===== src/rtl/arc4_pkg.sv =====
`default_nettype none
// ============================================================================
// Module   : arc4_pkg
// Purpose  : Shared types for the ARC4 S-array initialisation engine.
//            init_mode_t  - pattern select (IDENTITY, REVERSE, FILL, RSVD)
//            init_state_t - engine state (IDLE, WRITE, VERIFY, DRAIN)
// Revision : 1.0 - initial release
// ============================================================================
package arc4_pkg;

  typedef enum logic [1:0] {
    IDENTITY = 2'd0,
    REVERSE  = 2'd1,
    FILL     = 2'd2,
    RSVD     = 2'd3
  } init_mode_t;

  typedef enum logic [1:0] {
    ST_IDLE   = 2'd0,
    ST_WRITE  = 2'd1,
    ST_VERIFY = 2'd2,
    ST_DRAIN  = 2'd3
  } init_state_t;

endpackage
`default_nettype wire


===== src/rtl/s_init_pattern.sv =====
`default_nettype none
// ============================================================================
// Module   : s_init_pattern
// Purpose  : Combinational pattern generator, pattern(idx, mode, fill).
//            Shared by the write pass and the readback pass so the expected
//            value is always exactly the written value.
// Ports    : idx  [ADDR_W:0]   - word index
//            mode [1:0]        - init_mode_t code (RSVD behaves as IDENTITY)
//            fill [DATA_W-1:0] - constant for FILL mode
//            data [DATA_W-1:0] - pattern word, truncated to DATA_W bits
// Revision : 1.0 - initial release
// ============================================================================
module s_init_pattern
  import arc4_pkg::*;
#(
  parameter int ADDR_W = 8,
  parameter int DATA_W = 8,
  parameter int DEPTH  = 256
) (
  input  logic [ADDR_W:0]   idx,
  input  logic [1:0]        mode,
  input  logic [DATA_W-1:0] fill,
  output logic [DATA_W-1:0] data
);

  localparam int              IDX_W    = ADDR_W + 1;
  localparam logic [IDX_W-1:0] IDX_LAST = IDX_W'(DEPTH - 1);

  logic [IDX_W-1:0] rev_idx;

  assign rev_idx = IDX_LAST - idx;

  always_comb begin
    data = DATA_W'(idx);
    case (init_mode_t'(mode))
      REVERSE: data = DATA_W'(rev_idx);
      FILL:    data = fill;
      default: data = DATA_W'(idx);
    endcase
  end

endmodule
`default_nettype wire


===== src/rtl/s_init_engine.sv =====
`default_nettype none
// ============================================================================
// Module   : s_init_engine
// Purpose  : Fills a single-port synchronous RAM with an identity, reverse or
//            constant pattern over DEPTH words, with an optional readback
//            check pass.
// Macro    : S_INIT_VERIFY_EN - builds the VERIFY/DRAIN readback pass and the
//            sticky err flag; when undefined err is constant 0 and rddata is
//            ignored.
// Ports    : clk    - clock, rising edge
//            rst_n  - asynchronous active-low reset
//            en     - start request, sampled while rdy=1
//            rdy    - idle, able to accept en
//            mode   - pattern select, latched at start
//            fill   - FILL constant, latched at start
//            addr   - RAM address
//            wrdata - RAM write data
//            wren   - RAM write enable
//            rddata - RAM read data (one cycle after addr)
//            err    - sticky readback mismatch, cleared at start
// Revision : 1.0 - initial release
// ============================================================================
module s_init_engine
  import arc4_pkg::*;
#(
  parameter int ADDR_W = 8,
  parameter int DATA_W = 8,
  parameter int DEPTH  = 256
) (
  input  logic              clk,
  input  logic              rst_n,
  input  logic              en,
  output logic              rdy,
  input  logic [1:0]        mode,
  input  logic [DATA_W-1:0] fill,
  output logic [ADDR_W-1:0] addr,
  output logic [DATA_W-1:0] wrdata,
  output logic              wren,
  input  logic [DATA_W-1:0] rddata,
  output logic              err
);

  // The index is one bit wider than the address so the readback pass can
  // step to DEPTH without wrapping when DEPTH = 2**ADDR_W.
  localparam int               IDX_W    = ADDR_W + 1;
  localparam logic [IDX_W-1:0] IDX_LAST = IDX_W'(DEPTH - 1);
  localparam logic [IDX_W-1:0] IDX_ONE  = IDX_W'(1);

  generate
    if (DEPTH < 2 || DEPTH > (1 << ADDR_W)) begin : g_bad_depth
      $error("s_init_engine: DEPTH must satisfy 2 <= DEPTH <= 2**ADDR_W");
    end
  endgenerate

  init_state_t       state, state_nxt;
  logic [IDX_W-1:0]  idx, idx_nxt;
  logic [IDX_W-1:0]  pat_idx;
  logic [1:0]        mode_q;
  logic [DATA_W-1:0] fill_q;
  logic [DATA_W-1:0] pat;
  logic              start;

  assign start = (state == ST_IDLE) && en;

  s_init_pattern #(
    .ADDR_W (ADDR_W),
    .DATA_W (DATA_W),
    .DEPTH  (DEPTH)
  ) u_pattern (
    .idx  (pat_idx),
    .mode (mode_q),
    .fill (fill_q),
    .data (pat)
  );

  always_ff @(posedge clk or negedge rst_n) begin
    if (!rst_n) begin
      state <= ST_IDLE;
      idx   <= '0;
    end else begin
      state <= state_nxt;
      idx   <= idx_nxt;
    end
  end

  always_ff @(posedge clk or negedge rst_n) begin
    if (!rst_n) begin
      mode_q <= '0;
      fill_q <= '0;
    end else if (start) begin
      mode_q <= mode;
      fill_q <= fill;
    end
  end

`ifdef S_INIT_VERIFY_EN
  logic check;
  logic err_q;
`endif

  always_comb begin
    state_nxt = state;
    idx_nxt   = '0;
    pat_idx   = idx;
    rdy       = 1'b0;
    wren      = 1'b0;
    addr      = '0;
    wrdata    = '0;
`ifdef S_INIT_VERIFY_EN
    check     = 1'b0;
`endif
    case (state)
      ST_IDLE: begin
        rdy = 1'b1;
        if (en) state_nxt = ST_WRITE;
      end
      ST_WRITE: begin
        wren    = 1'b1;
        addr    = idx[ADDR_W-1:0];
        wrdata  = pat;
        idx_nxt = idx + IDX_ONE;
        if (idx == IDX_LAST) begin
          idx_nxt   = '0;
`ifdef S_INIT_VERIFY_EN
          state_nxt = ST_VERIFY;
`else
          state_nxt = ST_IDLE;
`endif
        end
      end
`ifdef S_INIT_VERIFY_EN
      // Read data lags the address by one cycle, so compare against the
      // pattern of the previous index; idx=0 has nothing to compare yet.
      ST_VERIFY: begin
        addr    = idx[ADDR_W-1:0];
        pat_idx = idx - IDX_ONE;
        check   = (idx != '0);
        idx_nxt = idx + IDX_ONE;
        if (idx == IDX_LAST) state_nxt = ST_DRAIN;
      end
      // idx has stepped to DEPTH here, so pat_idx is the final word.
      ST_DRAIN: begin
        pat_idx   = idx - IDX_ONE;
        check     = 1'b1;
        state_nxt = ST_IDLE;
      end
`endif
      default: state_nxt = ST_IDLE;
    endcase
  end

`ifdef S_INIT_VERIFY_EN
  always_ff @(posedge clk or negedge rst_n) begin
    if (!rst_n) begin
      err_q <= 1'b0;
    end else if (start) begin
      err_q <= 1'b0;
    end else if (check && (rddata != pat)) begin
      err_q <= 1'b1;
    end
  end

  assign err = err_q;
`else
  logic unused_rddata;
  assign unused_rddata = ^rddata;
  assign err           = 1'b0;
`endif

endmodule
`default_nettype wire


===== config.mk =====
export PLATFORM = sky130hd
export DESIGN_NAME = s_init_engine
export DESIGN_NICKNAME = d
export VERILOG_FILES = /design/src/rtl/arc4_pkg.sv /design/src/rtl/s_init_pattern.sv /design/src/rtl/s_init_engine.sv
export SDC_FILE = /design/constraint.sdc
export NUM_CORES = 1
export LEC_CHECK = 0
export ABC_AREA = 1
export CAP_MARGIN = 30
export CORE_AREA = 2 2 76 42
export DETAILED_ROUTE_END_ITERATION = 8
export DIE_AREA = 0 0 78 44
export HOLD_SLACK_MARGIN = 0.1
export PLACE_DENSITY = 0.73
export SETUP_SLACK_MARGIN = 0.3
export SYNTH_ARGS = -nofsm -noshare
export SYNTH_HDL_FRONTEND = slang
export SYNTH_SLANG_ARGS = --single-unit

===== constraint.sdc =====
create_clock -name clk -period 1.7 [get_ports clk]
set_input_delay 0.17 -clock clk [delete_from_list [all_inputs] [get_ports clk]]
set_output_delay 0.17 -clock clk [all_outputs]
set_load 0.05 [all_outputs]

# ---- Yosys cells after proc, flatten, opt, wreduce, memory -nomap -nowiden
# Index checks and enable logic that the tools add are counted.
dict set report classes {
  n_addsub 2
  n_mul 0
  n_div 0
  order_cmp 0
  n_eq_ne 6
  n_shift 0
  mux 10
  n_bitwise 0
  n_reduce_logical 3
}
# operator n
set ops {}
lappend ops {{9-bit 2-to-1 mux} 2}
lappend ops {{8-bit 2-to-1 mux} 2}
lappend ops {{8-bit case mux with 2 select lines} 1}
lappend ops {{9-bit by 1-bit adder with 9-bit output (second input constant)} 1}
lappend ops {{9-bit by 8-bit equality test with 1-bit output (second input constant)} 1}
lappend ops {{8-bit subtractor (first input constant)} 1}
lappend ops {{2-bit by 1-bit equality test with 1-bit output (second input constant)} 2}
lappend ops {{2-bit 2-to-1 mux} 2}
lappend ops {{2-bit != test (second input constant)} 2}
lappend ops {{2-bit case mux with 2 select lines} 1}
lappend ops {{2-bit equality test (second input constant)} 1}
lappend ops {{2-bit zero test} 1}
lappend ops {{1-bit 2-to-1 mux} 2}
lappend ops {{2-bit AND reduction} 1}
lappend ops {{1-bit logical AND} 1}
dict set report word_totals {
  regBits 21
  latch_bits 0
  mem_bits_rw 0
  rom_bits 0
  inputBits 21
  out_inout_bits 19
  word_cells 25
  mem_count 0
}

# ---- Longest topological paths before layout
dict set report logic_depth {
  depth_word 3
  mapped_depth 7
  ltp_nobuf 7
}

# ---- Cells and area by module
# Synthesis repeated with hierarchy kept, for this count alone.
dict set report hier_totals {
  hier_cells 173
  area_unflattened_um2 1293.7
}
# mod instances cells_per_inst area_per_inst_um2 seq_area_each_um2
set by_module_without_submodules {}
lappend by_module_without_submodules {s_init_engine 1 109 1021.0 500.5}
lappend by_module_without_submodules {s_init_pattern 1 64 272.8 0.0}

# ---- Worst setup path before layout
# No wires, ideal clock.
dict set report synth_timing {
  path_kind {register to output}
  start {reg state[0]}
  end {out wrdata[5]}
  arrival_ns 1.795
  t_required_ns 1.530
  slack_ns -0.265
  path_stages_with_launch 5
  n_path_buf 2
  path_cell_list {dfrtp_1 > buf_4 > buf_2 > o21ai_0 > nor2_1}
}
dict set report synth_between {
  elab_chain_len 2
}
# item line_no
set synth_rtl {}
lappend synth_rtl {{start: declaration} s_init_engine.sv:55} ;# init_state_t state, state_nxt;
lappend synth_rtl {{start signal: assignment} s_init_engine.sv:81} ;# state <= state_nxt;
lappend synth_rtl {{2-bit by 1-bit equality test with 1-bit output} s_init_engine.sv:112} ;# case (state)
lappend synth_rtl {{8-bit 2-to-1 mux} s_init_engine.sv:112}
lappend synth_rtl {{end: declaration} s_init_engine.sv:37} ;# output logic [DATA_W-1:0] wrdata,
# No other way between the ends.

# ---- Worst setup path in the final report
dict set report layout_timing {
  start {reg mode_q[1]}
  end {out wrdata[1]}
}
dict set report layout_between {
  elab_chain_len 3
  word_cells_on_any_way 4
  cone_classes {eq/ne: 2; mux: 2}
}
# item line_no
set layout_rtl {}
lappend layout_rtl {{start: declaration} s_init_engine.sv:58} ;# logic [1:0] mode_q;
lappend layout_rtl {{start signal: assignment} s_init_engine.sv:91} ;# mode_q <= mode;
lappend layout_rtl {{2-bit equality test / 2-bit by 1-bit equality test with 1-bit output (equally long branches)} s_init_pattern.sv:35} ;# case (init_mode_t'(mode))
lappend layout_rtl {{8-bit case mux with 2 select lines (*)} s_init_pattern.sv:35}
lappend layout_rtl {{8-bit 2-to-1 mux (*)} s_init_engine.sv:112}
# Mark *: on every way between the ends. The rest lies on a longest branch, timed or not.

==> impl_metrics.ini <==
[critical_path]
cp.arrival_ps = 1680
critPathCaptureType = primary output
cp_num_buf_inv = 2
cp_top_family = flip-flops
worstPathRequired_ps = 1530
path_max_fanout = 6
rr_startpoint = idx[0]$_DFF_PN0_
crit_chain = ha_4 -> clkinvlp_4 -> o21ai_2 -> nor2_4 -> buf_4
start_kind = register
critPathMaxStageDelay_ps = 420
critPathKind = reg -> out
crit_slowest_cell = dfrtp_1
cp-startpoint = mode_q[1]$_DFFE_PN0P_

[clocking]
cts_tree = built
cts.sinks = 20
cts_max_path_buffers = 2
insertion_delay_ps = 270
clock-root-buffer = clkbuf_8
cts_max_level = 1
clk_pin_slew_ps = 70
holdBufCountCts = 0
numCtsBuffers = 3

[grt]
grt_antenna_before_repair = 0
grtUsageMet1_pct = 29.78
grt_use_met2_pct = 37.93
grt_pass1_vias = 1212
gr-total-overflow = 0
grt_pass1_wl_mm = 5.858
grtUsageMet3_pct = 6.875
grt_usage_pct = 23.21
grt_max_degree = 21
grt_most_used_layer = met2

[sta]
setup_violations = 8
layout_min_cycle_time_ps = 1851
slew_viol_final = 0
fin_skew_ps = 1.635
period_share_pct = 108.9
fmax_mhz = 540.2
hold_violations = 0
setup_slack_ps = -151.0
rsz0062_at_grt = true
hold_ws_ps = 239.8

[detailed_routing]
drc = 0
dr.first_iter.drc_count = 71
totalWireLength_mm = 3.807
first_pass_iters = 4
vias = 1238
vias_per_cell = 5.116
ant_nets = 0
post_drt_wl_per_cell_um = 15.73

[yosys]
yosysUniqueCellTypes = 23
syn-cell-area_mm2 = 0.001176
yosys_warnings = 0
synth_nets = 179
syn_inst = 155
syn_avg_cell_area_um2 = 7.588
ys_seq_elements = 20
synth-seq-area-share_pct = 42.55

[pwr]
total_power_w = 0.0008988
powerDensity_mw_per_mm2 = 419.1
peakVddDrop_v = 0.0005948
p_leak_nw = 0.9163

[placed_design]
gp_congestion = 0.8391
placed_cells = 223
hpwl_mm = 2.274
io_buffers = 30

[floorplan]
io_pins = 40
die-area_mm2 = 0.003432
start_util_pct = 41.96
core.rowCount = 14
die_w_um = 78
core_mm2 = 0.002803
dieHeight_um = 44

[run_status]
violations = negative setup slack
status = complete, but fails checks

[final_layout]
finalNetCount = 227
fin_cells = 242
fillerInstances = 170
area_delta_synth_final_pct = 82.34
antenna_cells = 0
drive_gt1_share_pct = 50.50

[min_path]
hold_path.class = in -> async

[job]
drv_cap = 0
-- placed cells by master (no fill, tap or decap), types with 2 or more instances in the layout --
master | Yosys | final
buf_4 | 3 | 14
a22oi_1 | 4 | 2
inv_2 | 2 | 4
nand2_4 | 1 | 10
nand2_1 | 35 | 27
ha_2 | 0 | 2
dfrtp_2 | 0 | 2
nor2_1 | 15 | 11
o21ai_2 | 0 | 6
clkbuf_8 | 0 | 4
dfrtp_1 | 20 | 17
buf_16 | 0 | 2
inv_1 | 17 | 6
a21oi_4 | 0 | 4
nor2_4 | 1 | 5
buf_8 | 0 | 2
o21ai_1 | 0 | 4
a21oi_2 | 0 | 3
a22oi_2 | 0 | 2
buf_12 | 0 | 13
a21oi_1 | 11 | 4
clkdlybuf4s50_1 | 0 | 12
nor2_2 | 4 | 4
nand2_2 | 5 | 4
buf_6 | 1 | 7
clkinvlp_4 | 0 | 8
nand3_1 | 11 | 11
-- repair_timing --
item,4_1_cts,5_1_grt
setup buffers,6,6
pin swaps,3,5
resized for setup,48,20
setup endpoints to repair,16,24
cloned,3,0
-- power breakdown --
| group | total (W) | switching, W | leakage (nW) | internal, W |
|---|---|---|---|---|
| Clock | 0.000375 | 0.000168 | 0.0288 | 0.000207 |
| Sequential | 0.000475 | 0 | 0.248 | 0.000475 |
| Combinational | 0.0000490 | 0.0000220 | 0.640 | 0.0000270 |
| Total | 0.000899 | 0.000190 | 0.916 | 0.000709 |
-- registers in the layout (all words and copies together), names as in the netlist --
name	count
idx	9
fill_q	8
mode_q	2
state	1
-- per-layer routing --
layer  part of all wire, %  vias up
met5                     0        -
li1                      -      584
met4                   2.2        0
met1                    45      601
met2                    47       43
met3                   5.8       10
-- worst paths after layout --
| kind | to | slack (ps) | cells after the start |
|---|---|---|---|
| worst max-delay path | wrdata[1] | -150 | 5 |
| worst min-delay path | state[0]$_DFFE_PN0P_ | 240 | 2 |
| worst max register to register | idx[5]$_DFF_PN0_ | 370 | 6 |
| worst min register to register | fill_q[7]$_DFFE_PN0P_ | 500 | 2 |
| max in group asynchronous | state[0]$_DFFE_PN0P_ | 1230 | 2 |
| min in group clk | fill_q[5]$_DFFE_PN0P_ | 450 | 3 |
-- cells in the mapped netlist, drive strengths merged --
master  instances  area share (%)
nor3b           1            0.64
dfrtp          20              43
inv            19             6.1
conb            1            0.32
buf             8             4.6
ha              3             3.2
nand2          41              15
nor2           20             7.9
xnor2           1            0.74
o21bai          1            0.64
o21ai          12             5.1
nand3          12             5.5
xor2            1            0.74
a21oi          11             4.7
a22oi           4             2.6
-- metrics by stage --
| step | instance area (um2) | utilization (%) | TNS [ps] | worst slack (ps) |
|---|---|---|---|---|
| final | 2145 | 76.52 | -667.2 | -151.0 |
| after global routing | 2145 | 76.52 | -1070 | -190.7 |
| after CTS | 2034 | 72.59 | -464.7 | -99.84 |
| after detailed placement | 1727 | 61.61 | 0 | 59.56 |
| after global placement | 1727 | 61.61 | 0 | 123.8 |
| after floorplan | 1277 | - | 0 | 212.7 |
-- kinds of logic (layout without fill, tap and decap cells) --
family	Yosys count	in the layout	synth area share, %
other	1	1	0.3188
XOR/XNOR	2	2	1.490
flip-flops	20	20	42.55
AND/OR/NAND/NOR	74	74	28.83
adder cells (fa/ha/maj)	3	3	3.192
AO/OA/AOI/OAI	28	28	12.98
buffers and inverters	27	74	10.64
-- layout make-up --
class / instances / area, um2 / area share [%]
clock buffer: 4 / 55.05 / 2.567
inverter: 19 / 112.6 / 5.251
multi-input combinational: 108 / 763.2 / 35.59
sequential: 20 / 506.7 / 23.63
tap: 40 / 50.05 / 2.334
timing repair buffer: 50 / 649.4 / 30.28
timing repair inverter: 1 / 7.507 / 0.3501
No activity file was read; power rests on OpenSTA's default activity.
